[config.mk]
export PLATFORM = sky130hd
export DESIGN_NAME = hilo_md_ctrl
export DESIGN_NICKNAME = d
export VERILOG_FILES = /design/src/rtl/hilo_md_ctrl.sv
export SDC_FILE = /design/constraint.sdc
export NUM_CORES = 1
export LEC_CHECK = 0
export ABC_AREA = 1
export CAP_MARGIN = 20
export CORE_ASPECT_RATIO = 0.9
export CORE_MARGIN = 8
export CORE_UTILIZATION = 62
export CTS_CLUSTER_DIAMETER = 50
export CTS_CLUSTER_SIZE = 30
export DETAILED_ROUTE_END_ITERATION = 10
export DONT_BUFFER_PORTS = 1
export PLACE_DENSITY = 0.78
export SLEW_MARGIN = 10
export SYNTH_ARGS = -nofsm -noshare
export SYNTH_HDL_FRONTEND = slang
export SYNTH_SLANG_ARGS = --single-unit
[constraint.sdc]
create_clock -name clk -period 2.5 [get_ports clk]
set_input_delay 0.25 -clock clk [delete_from_list [all_inputs] [get_ports clk]]
set_output_delay 0.25 -clock clk [all_outputs]
set_load 0.01 [all_outputs]
[src/rtl/hilo_md_ctrl.sv]
// rtl/hilo_md_ctrl.sv - HI/LO write-path sequencer for multiply, divide and MTHI/MTLO
module hilo_md_ctrl #(
  parameter int MUL_LAT = 2,
  parameter int DIV_MAX = 40
) (
  input  logic       clk,
  input  logic       rst,
  input  logic       op_valid,
  input  logic [2:0] op_code,
  input  logic       divisor_zero,
  output logic       op_ready,
  output logic       stall,
  output logic       mul_start,
  output logic       mul_signed,
  output logic       div_start,
  output logic       div_signed,
  input  logic       div_done,
  output logic       hi_wena,
  output logic [1:0] hi_select,
  output logic       lo_wena,
  output logic [1:0] lo_select,
  output logic       div_err
);

  typedef enum logic [1:0] {
    IDLE     = 2'd0,
    MUL_WAIT = 2'd1,
    DIV_WAIT = 2'd2,
    WRITE    = 2'd3
  } state_t;

  localparam logic [2:0] OP_MULTU = 3'b001;
  localparam logic [2:0] OP_MULT  = 3'b010;
  localparam logic [2:0] OP_DIVU  = 3'b011;
  localparam logic [2:0] OP_DIV   = 3'b100;
  localparam logic [2:0] OP_MTHI  = 3'b101;
  localparam logic [2:0] OP_MTLO  = 3'b110;

  localparam logic [1:0] SEL_DIVU = 2'b00;
  localparam logic [1:0] SEL_MULU = 2'b10;
  localparam logic [1:0] SEL_RS   = 2'b11;

  // Multiply counts down from MUL_LAT-1; divide counts up to DIV_MAX-1.
  localparam logic [7:0] MUL_CNT_INIT = 8'(MUL_LAT - 1);
  localparam logic [7:0] DIV_CNT_LAST = 8'(DIV_MAX - 1);

  state_t     state_q, state_d;
  logic [7:0] cnt_q, cnt_d;

  logic       op_ready_d, stall_d, mul_start_d, mul_signed_d;
  logic       div_start_d, div_signed_d, hi_wena_d, lo_wena_d, div_err_d;
  logic [1:0] hi_select_d, lo_select_d;

  // Next-state and next-output decode; every output is registered below.
  always_comb begin
    state_d      = state_q;
    cnt_d        = cnt_q;
    mul_start_d  = 1'b0;
    div_start_d  = 1'b0;
    hi_wena_d    = 1'b0;
    lo_wena_d    = 1'b0;
    div_err_d    = 1'b0;
    mul_signed_d = mul_signed;
    div_signed_d = div_signed;
    hi_select_d  = hi_select;
    lo_select_d  = lo_select;

    case (state_q)
      IDLE: begin
        if (op_valid && op_ready) begin
          case (op_code)
            OP_MULTU, OP_MULT: begin
              state_d      = MUL_WAIT;
              mul_start_d  = 1'b1;
              mul_signed_d = (op_code == OP_MULT);
              cnt_d        = MUL_CNT_INIT;
            end
            OP_DIVU, OP_DIV: begin
              if (divisor_zero) begin
                // Divide by zero never reaches the divider.
                div_err_d = 1'b1;
              end else begin
                state_d      = DIV_WAIT;
                div_start_d  = 1'b1;
                div_signed_d = (op_code == OP_DIV);
                cnt_d        = 8'd0;
              end
            end
            OP_MTHI: begin
              state_d     = WRITE;
              hi_wena_d   = 1'b1;
              hi_select_d = SEL_RS;
            end
            OP_MTLO: begin
              state_d     = WRITE;
              lo_wena_d   = 1'b1;
              lo_select_d = SEL_RS;
            end
            default: ;
          endcase
        end
      end
      MUL_WAIT: begin
        if (cnt_q == 8'd0) begin
          state_d     = WRITE;
          hi_wena_d   = 1'b1;
          lo_wena_d   = 1'b1;
          hi_select_d = SEL_MULU;
          lo_select_d = SEL_MULU;
        end else begin
          cnt_d = cnt_q - 8'd1;
        end
      end
      DIV_WAIT: begin
        // A done on the last counted cycle still wins over the timeout.
        if (div_done) begin
          state_d     = WRITE;
          hi_wena_d   = 1'b1;
          lo_wena_d   = 1'b1;
          hi_select_d = {1'b0, div_signed};
          lo_select_d = {1'b0, div_signed};
        end else if (cnt_q == DIV_CNT_LAST) begin
          state_d   = IDLE;
          div_err_d = 1'b1;
        end else begin
          cnt_d = cnt_q + 8'd1;
        end
      end
      WRITE: begin
        state_d = IDLE;
      end
      default: begin
        state_d = IDLE;
      end
    endcase

    op_ready_d = (state_d == IDLE);
    stall_d    = ~op_ready_d;
  end

  // State, counter and output registers with synchronous reset.
  always_ff @(posedge clk) begin
    if (rst) begin
      state_q    <= IDLE;
      cnt_q      <= 8'd0;
      op_ready   <= 1'b1;
      stall      <= 1'b0;
      mul_start  <= 1'b0;
      mul_signed <= 1'b0;
      div_start  <= 1'b0;
      div_signed <= 1'b0;
      hi_wena    <= 1'b0;
      hi_select  <= SEL_DIVU;
      lo_wena    <= 1'b0;
      lo_select  <= SEL_DIVU;
      div_err    <= 1'b0;
    end else begin
      state_q    <= state_d;
      cnt_q      <= cnt_d;
      op_ready   <= op_ready_d;
      stall      <= stall_d;
      mul_start  <= mul_start_d;
      mul_signed <= mul_signed_d;
      div_start  <= div_start_d;
      div_signed <= div_signed_d;
      hi_wena    <= hi_wena_d;
      hi_select  <= hi_select_d;
      lo_wena    <= lo_wena_d;
      lo_select  <= lo_select_d;
      div_err    <= div_err_d;
    end
  end

endmodule

# Word level (Yosys, flattened, before mapping)
# Cells that the tools add are included.
# W data, S select, Z words.
# totals
reg_bits	23
in_bits	8
output_inout_bits	13
# classes
add_sub_neg	2
n_eq_ne	20
mux	38
n_bitwise	5
reduce_logical	15
# ops
operator	n
$mux W8	5
$pmux W8 S3	1
$mux W2	11
$pmux W2 S3	3
$pmux W8 S2	1
$mux W1	13
$ne A2 B2 Y1 const B	6
$reduce_and A5 Y1	2
$eq A3 B3 Y1 const B	3
$add A8 B1 Y8 const B	1
$eq A8 B6 Y1 const B	1
$logic_not A8 Y1	1
$pmux W2 S4	1
$sub A8 B1 Y8 const B	1
$reduce_and A7 Y1	1
$eq A3 B2 Y1 const B	2
$pmux W1 S3	2
$reduce_or A2 Y1	3
$not A1 Y1	5
$eq A2 B2 Y1 const B	2
$logic_not A2 Y1	2
$ne A2 B1 Y1 const B	2
$reduce_and A4 Y1	1
$reduce_or A4 Y1	1
9 further kinds	9

# Depth between registers and ports, before layout
# Gate-level depths: netlist of the first run.
# logic_depth
depth_word	7
ltp_mapped	15
ltp_nobuf	15

# Least setup slack after synthesis of the first run
# OpenSTA, ideal clock, no wires.
# synth_path
kind	register to register
startpoint	register state_q[0]
endpoint	register cnt_q[7]
arrival_time_ps	1817
required_time_ps	2371
path_slack_ps	554
stages_incl_launch_ff	12
path_buffers	0
cell_sequence	dfxtp_1 -> inv_1 -> ha_1 -> inv_1 -> ha_1 -> a21o_1 -> a21boi_0 -> nand3_1 -> nand2_1 -> nor2_1 -> nor2_1 -> nor2_1
# synth_between
elab_chain_cells	3
word_cells_on_any_way	12
cone_classes	eq/ne: 8; mux: 1; reduce/logical: 3
# synth_lines
item	line	text
start: declaration	47	state_t state_q, state_d;
start signal: assignment	158	state_q <= state_d;
$eq A2 B2 Y1, or another cell as far along	68	case (state_q)
$ne A2 B2 Y1 (no line), or another cell as far along	--	
$reduce_and A7 Y1 (no line)	--	
end signal: assignment	159	cnt_q <= cnt_d;
end: declaration	48	logic [7:0] cnt_q, cnt_d;
# Several ways; a longest one is shown, not always the timed one.
# A chain may end at the register's enable or synchronous reset.

# Worst setup path after layout of the first run
# Ends and elaborated chain as after synthesis.

==> metrics.yaml, run 1 <==
min-delay-path-class: "primary input to flop"
ir_worst_vdd_mv: 0.8462
synthFlopType: "dfxtp_1"
maxCapViolCount: 0
post_cts_buffers: 0
final_cell_mix: "66 x nand2_1, 34 x inv_1, 23 x dfxtp_1"
track_usage_pct: 15.49
drc: 0
antenna_found_initial: 0
ys_seq_area_share_pct: 28.64
postRouteWirelength_um: 3388
num_io_pins: 21
p_leak_uw: 0.0008335
synth.area.mux_share_pct: 0
start_util_pct: 65.16
period_needed_ns: 2.234
cts_sinks: 23
cts_hold_buf: 1
post-route-period-util_pct: 89.37
cp_common_cell: "nand2_1"
worst-endpoint-required_ns: 2.70
syn_avg_cell_area_sq_um: 6.536
fp.dieArea_sq_um: 4481
cts-htree-levels: 1
synth-edff-count: 0
ys_seq_elements: 23
crit_path_max_incr_delay_ns: 0.43
tightest_slew_ns: 0.6057
cts_buffer_depth: 2
mostFrequentLayoutCell: "nand2_1"
grt_pass1_vias: 1266
ant_nets: 0
powerDensity_nw_per_um2: 1392
nNetsFinal: 270
drtIter0Drc: 128
synthArstFlopShare_pct: 0
yosysWarnings: 0
hold_viol: 0
syn_area_sq_um: 1608
fin_skew_ns: 0.01040
relSlewSlack_pct: 59.48
synth_top_family_by_area: "simple AND/OR/NAND/NOR gates"
crit_chain: "inv_1, ha_1, inv_1, ha_1, nand3_1, nand2_1, inv_1, nand2_1, nand2_1, nand3_1, nand2_1, nor2_1, nor2_1, nor2_1"
placed_area_sq_um: 1635
cts_tree: "done"
cts_buffers: 3
cp_max_fo: 8
synthCells: 246
status: "completed"
synthSimpleGateAreaFrac_pct: 38.75
setup_viol: 0
dp_cells: 272
grt_pass1_wl_um: 5878
drive_above_1_share_pct: 13.25
num_rows: 17
fin_cells: 277
grt_start_max_net_pins: 16
path_clk_slew_ns: 0.13
avgViaCountPerCell: 5.166
coreArea_sq_um: 2467
avgRoutedWirePerCell_um: 12.23
cts-resized-gates: 0
cts-root-buf: "clkbuf_4"
port_buffers: 0
synth.net_count: 266
synth_fa_ha_area_share_pct: 9.339
post-route-util_pct: 67.80
finalSetupTns_ns: 0
gp_congestion: 0.8735
crit_path_end_kind: "flop"
crit_slowest_cell: "dfxtp_1"
synth_xor_xnor_area_share_pct: 2.179
synth_compound_area_share_pct: 10.66
fin_area_sq_um: 1673
dp_hpwl_um: 2720
die_y_um: 64.31
critical_path_class: "flop to flop"
dr.pass1.iters: 4
drv_slew: 0
crit_arrival_ns: 2.44
clock.fmax_ghz: 0.4476
clk-insertion-delay-late_ns: 0.32
critPathLaunchType: "flop"
rsz0062_at_grt: "false"
synth_cell_type_count: 26
power_uw: 2328
diodes: 0
num_vias: 1431
area_delta_synth_final_pct: 4.046
grt_overflow: 0
die_x_um: 69.68
==> cell usage after synthesis, types with 3 or more instances <==
library cell,instances,area [sq um]
nor2_2,7,43.79
nor2_4,3,33.78
a21oi_1,16,80.08
nand2_2,5,31.28
a21o_1,3,22.52
ha_1,12,150.1
nand3_1,20,100.1
nor2_1,22,82.58
o21ai_0,7,35.03
nand2_1,66,247.7
inv_2,7,26.28
nand3_2,3,30.03
xnor2_1,3,26.28
dfxtp_1,23,460.4
nand4_1,3,18.77
inv_1,34,127.6
==> critical path, delay by kind of cell, from the launching register on <==
family        cells  cell delay [ns]
simple gates      9             0.69
fa+ha+maj         2             0.61
flops             1             0.43
buf+inv           3             0.41
==> state kept, by name (all words and copies together) (netlist names) <==
| register | cells |
|---|---|
| hi_select | 2 |
| mul_start | 1 |
| hi_wena | 1 |
| state_q | 2 |
| cnt_q | 8 |
| mul_signed | 1 |
| op_ready | 1 |
| div_signed | 1 |
| lo_select | 2 |
| stall | 1 |
| lo_wena | 1 |
| div_err | 1 |
| div_start | 1 |
==> final timing paths <==
kind | end | slack (ns) | depth (start not counted) | start
min | div_signed | 0.10 | 2 | op_code[2]
max | cnt_q[7] | 0.27 | 14 | state_q[0]
min reg2reg | lo_select[1] | 0.51 | 2 | lo_select[1]
max reg2reg | cnt_q[7] | 0.27 | 14 | state_q[0]
==> report_power, final <==
group	switching (uW)	internal, uW	leakage (uW)	total (uW)
Combinational	963	574	0.000628	1540
Sequential	136	482	0.000188	618
Clock	113	59.9	0.0000177	173
==> layout make-up <==
type | instances | area (sq um)
Clock buffer | 3 | 22.52
Clock inverter | 1 | 5.005
Fill cell | 233 | 794.5
Inverter | 42 | 160.2
Multi-Input combinational cell | 179 | 979.7
Sequential cell | 23 | 460.4
Tap cell | 28 | 35.03
Timing Repair Buffer | 1 | 10.01
==> cell families after synthesis <==
group / count (synthesis)
AND/OR/NAND/NOR: 132
adder cells (fa/ha/maj): 12
XOR/XNOR: 4
flip-flops: 23
AO/OA/AOI/OAI: 31
buffers and inverters: 44
==> per-layer routing <==
| metal | part of all wire (%) | track usage, % | wire length, um | up-vias |
|---|---|---|---|---|
| met4 | 0.30 | 3.258 | 10 | 0 |
| met1 | 50 | 21.58 | 1678 | 614 |
| li1 | - | - | - | 782 |
| met5 | 0 | 0 | 0 | - |
| met2 | 43 | 22.90 | 1455 | 33 |
| met3 | 7.2 | 4.630 | 243 | 2 |
==> stage by stage <==
step                hold WS [ns]  setup slack (ns)
floorplan                 0.4262            0.5540
global placement          0.3147            0.3929
detailed placement        0.3159            0.3091
CTS                      0.08679            0.2609
global route             0.08680           0.04227
finish                    0.1009            0.2657
No activity file was read; power rests on OpenSTA's default activity.
==> inputs of run 2 (changes only) <==
- CORE_ASPECT_RATIO: 0.9 -> unset
- SLEW_MARGIN: 10 -> 20
==> run 2 against run 1 <==
Net effect:
- clock skew fell by 0.0052 ns
- highest routed layer unchanged
- wire length grew 1.0%
- clock-buffer cell count unchanged
- non-clock buffer count unchanged
- setup slack improved by 0.077 ns
- cell count rose by 0.72%
- sequential power about the same
- flip-flop and latch count did not move
- global-route usage is 0.30 points higher
- core utilization fell by 0.17 points
- design area grew 0.15%
- combinational power hardly changed
==> metrics.yaml, run 2 (synthesis results as in run 1) <==
power_uw: 2325
ant_nets: 0
grt_start_max_net_pins: 16
dp_hpwl_um: 2738
die_y_um: 66.93
dr.pass1.iters: 4
fin_area_sq_um: 1675
drtIter0Drc: 90
post-route-period-util_pct: 86.28
num_io_pins: 21
gp_congestion: 0.8841
drv_slew: 0
tightest_slew_ns: 0.6448
largest_reg_flops: 8
crit_chain: "inv_1, ha_1, inv_1, ha_1, a21o_1, a21boi_0, nand3_1, nand2_1, nor2_1, nor2_1, nor2_1"
multi_input_area_sq_um: 979.7
avgRoutedWirePerCell_um: 12.27
final_cell_mix: "66 x nand2_1, 34 x inv_1, 23 x dfxtp_1"
cp_common_cell: "nor2_1"
cts_buffer_depth: 2
nNetsFinal: 270
clk-insertion-delay-late_ns: 0.31
critical_path_class: "flop to flop"
dp_cells: 274
top_register: "cnt_q"
crit_arrival_ns: 2.35
crit_slowest_cell: "dfxtp_1"
area_delta_synth_final_pct: 4.203
relSlewSlack_pct: 56.87
clock.fmax_ghz: 0.4636
cts_tree: "done"
grt_pass1_wl_um: 5761
cts_sinks: 23
fin_skew_ns: 0.005164
grt_use_met2_pct: 25.09
fill_cells: 229
start_util_pct: 64.90
rsz0062_at_grt: "false"
antenna_found_initial: 0
cp_max_fo: 8
critPathLaunchType: "flop"
cts-htree-levels: 1
die_x_um: 66.93
num_rows: 18
met1_usage_pct: 21.97
cts-root-buf: "clkbuf_4"
powerDensity_nw_per_um2: 1388
worst-endpoint-required_ns: 2.69
path_clk_slew_ns: 0.13
track_usage_pct: 15.78
ir_worst_vdd_mv: 0.7837
hold_slack_ns: 0.1179
placed_area_sq_um: 1638
diodes: 0
finalSetupTns_ns: 0
crit_path_end_kind: "flop"
mostFrequentLayoutCell: "nand2_1"
port_buffers: 0
period_needed_ns: 2.157
ff_latch_area_sq_um: 460.4
postRouteWirelength_um: 3423
grt-busiest-layer: "met2"
drc: 0
grt_pass1_vias: 1338
hold_viol: 0
min-delay-path-class: "primary input to flop"
status: "completed"
drive_above_1_share_pct: 13.25
p_leak_uw: 0.0008335
met3_usage_pct: 2.517
avgViaCountPerCell: 5.215
num_vias: 1455
coreArea_sq_um: 2477
maxCapViolCount: 0
crit_path_max_incr_delay_ns: 0.42
grt_overflow: 0
cts_buffers: 3
fp.dieArea_sq_um: 4479
fin_cells: 279
setup_viol: 0
## run 2: cell counts in the layout (fill, tap and decap cells not counted)
Identical to the previous run, type by type.
## run 2: worst max-delay path, delay by kind of cell (launching register included)
kind / cells / cell delay (ns)
buf+inv: 2 / 0.32
flops: 1 / 0.42
compound gates: 2 / 0.39
fa+ha+maj: 2 / 0.57
simple gates: 5 / 0.34
## run 2: stage by stage
step | setup slack, ns | util (%)
after floorplan | 0.5540 | -
after global placement | 0.4182 | 66.11
after detailed placement | 0.3869 | 66.11
after CTS | 0.3338 | 67.63
after global routing | 0.09590 | 67.63
final | 0.3429 | 67.63
## run 2: layout make-up
| type | instances | area share (%) |
|---|---|---|
| Clock buffer | 3 | 1.344 |
| Inverter | 42 | 9.559 |
| Clock inverter | 1 | 0.2987 |
| Multi-Input combinational cell | 179 | 58.48 |
| Timing Repair Buffer | 1 | 0.5975 |
| Sequential cell | 23 | 27.48 |
| Tap cell | 30 | 2.240 |
## run 2: report_power, final
| group | internal (uW) | total (uW) | switching, uW |
|---|---|---|---|
| clock | 59.7 | 174 | 114 |
| sequential | 482 | 620 | 138 |
| combinational | 574 | 1530 | 957 |
## run 2: final timing paths
kind,startpoint,endpoint,slack (ns),cells after the start
hold / removal,op_code[2],div_signed,0.12,2
setup / recovery,state_q[0],cnt_q[7],0.34,11
setup reg to reg,state_q[0],cnt_q[7],0.34,11
hold reg to reg,lo_select[1],lo_select[1],0.52,2
## run 2: repair_timing
action,4_1_cts,5_1_grt
hold buffers,1,0
setup buffers,0,0
endpoints found under the hold margin,15,0
gates resized for setup,0,0
## run 2: layer usage
layer | routed length (um) | part of all wire [%]
met1 | 1693 | 49
met2 | 1539 | 45
met3 | 177 | 5.2
met4 | 12 | 0.35
met5 | 0 | 0
==> inputs of run 3 (changes only) <==
- CTS_CLUSTER_SIZE: 30 -> unset
- RECOVER_POWER: unset -> 50
- SLEW_MARGIN: 20 -> unset
==> run 3 against run 2 <==
Net effect:
- first-iteration DRC count is 8.9% higher
- clock-buffer cell count did not move
- design area fell by 0.15%
- combinational power about the same
- worst hold slack improved by 0.00063 ns
- critical path depth is the same
- clock skew increased by 0.0010 ns
- clock power is essentially flat
- global-route usage stayed put
- total power fell by 0.13%
- register-to-register slack hardly changed
==> metrics.yaml, run 3 (synthesis results as in run 1) <==
cts-resized-gates: 0
grt_start_max_net_pins: 16
hold_depth: 2
ir_worst_vdd_mv: 0.7837
num_rows: 18
cts_buffers: 3
cts_tree: "done"
avgViaCountPerCell: 5.233
drtIter0Drc: 98
hold_slack_ns: 0.1186
rsz0062_at_grt: "false"
mostFrequentLayoutCell: "nand2_1"
period_needed_ns: 2.157
crit_path_end_kind: "flop"
cts_sinks: 23
top_register: "cnt_q"
ff_latch_area_sq_um: 460.4
status: "completed"
grt_pass1_wl_um: 5761
grt_overflow: 0
cts-root-buf: "clkbuf_4"
hold_viol: 0
cts_buffer_depth: 2
finalSetupTns_ns: 0
nNetsFinal: 270
cts-htree-levels: 1
fill_cells: 230
path_clk_slew_ns: 0.13
drv_slew: 0
maxCapViolCount: 0
avgRoutedWirePerCell_um: 12.27
postRouteWirelength_um: 3422
multi_input_area_sq_um: 977.2
worstRegToRegCells: 11
die_x_um: 66.93
die_y_um: 66.93
gp_congestion: 0.8841
clock.fmax_ghz: 0.4636
cp_max_fo: 8
clk-insertion-delay-late_ns: 0.31
fp.dieArea_sq_um: 4479
area_delta_synth_final_pct: 4.046
reg2reg_slack_ns: 0.34
fin_skew_ns: 0.006184
fin_cells: 279
powerDensity_nw_per_um2: 1388
num_vias: 1460
post-route-period-util_pct: 86.27
coreArea_sq_um: 2477
ant_nets: 0
diodes: 0
dr.pass1.iters: 4
largest_reg_flops: 8
setup_viol: 0
crit_arrival_ns: 2.35
dp_hpwl_um: 2738
antenna_found_initial: 0
dp_cells: 274
relSlewSlack_pct: 57.26
critical_path_class: "flop to flop"
p_leak_uw: 0.0008351
grt_pass1_vias: 1338
port_buffers: 0
drive_above_1_share_pct: 12.45
num_io_pins: 21
final_cell_mix: "66 x nand2_1, 35 x inv_1, 23 x nor2_1, 23 x dfxtp_1, 20 x nand3_1"
drc: 0
worst-endpoint-required_ns: 2.70
critPathLaunchType: "flop"
post_cts_buffers: 0
start_util_pct: 64.90
track_usage_pct: 15.78
min-delay-path-class: "primary input to flop"
tightest_slew_ns: 0.6390
-- run 3: cell counts in the layout (fill, tap and decap cells not counted) --
Identical to the previous run, type by type.
-- run 3: cell type report --
class / instances / share of cell area (%)
Multi-Input combinational cell: 179 / 58.41
Inverter: 42 / 9.574
Clock buffer: 3 / 1.346
Timing Repair Buffer: 1 / 0.5984
Sequential cell: 23 / 27.52
Clock inverter: 1 / 0.2992
Tap cell: 30 / 2.244
-- run 3: path summary, 6_finish.rpt --
check | from | end
worst max register to register | state_q[0] | cnt_q[7]
worst min-delay path | op_code[2] | div_signed
worst max-delay path | state_q[0] | cnt_q[7]
worst min register to register | lo_select[1] | lo_select[1]
-- run 3: layer usage --
layer	vias up	track usage, %	share of wire [%]
li1	777	-	-
met1	653	21.97	50
met2	28	25.09	45
met3	2	2.517	5.1
met4	0	2.611	0.35
met5	-	0	0
-- run 3: where the power goes --
part,internal (uW),leakage [uW],switching (uW)
clock network,59.7,0.0000177,114
registers,482,0.000188,138
logic,573,0.000630,955
-- run 3: worst max-delay path, cell delays in order, from the launching register on --
cell and delay (ns):
dfxtp_1 0.42, inv_1 0.11, ha_1 0.25, inv_1 0.21, ha_1 0.32, a21o_1 0.18, a21boi_0 0.21, nand3_1 0.11
nand2_1 0.07, nor2_1 0.04, nor2_1 0.08, nor2_1 0.04
-- run 3: repair_timing --
| item | in CTS | in global routing |
|---|---|---|
| hold endpoints to repair | 15 | 0 |
| hold buffers | 1 | 0 |
| endpoints found under the setup margin | 0 | 0 |
-- run 3: through the flow --
step	instance area, sq um	power [uW]	worst slack, ns	utilization [%]
final	1673	2322	0.3431	67.53
after global routing	1673	2596	0.09590	67.53
after CTS	1675	2329	0.3338	67.63
after detailed placement	1638	2144	0.3869	66.11
after global placement	1638	2130	0.4182	66.11
after floorplan	1608	1878	0.5540	-
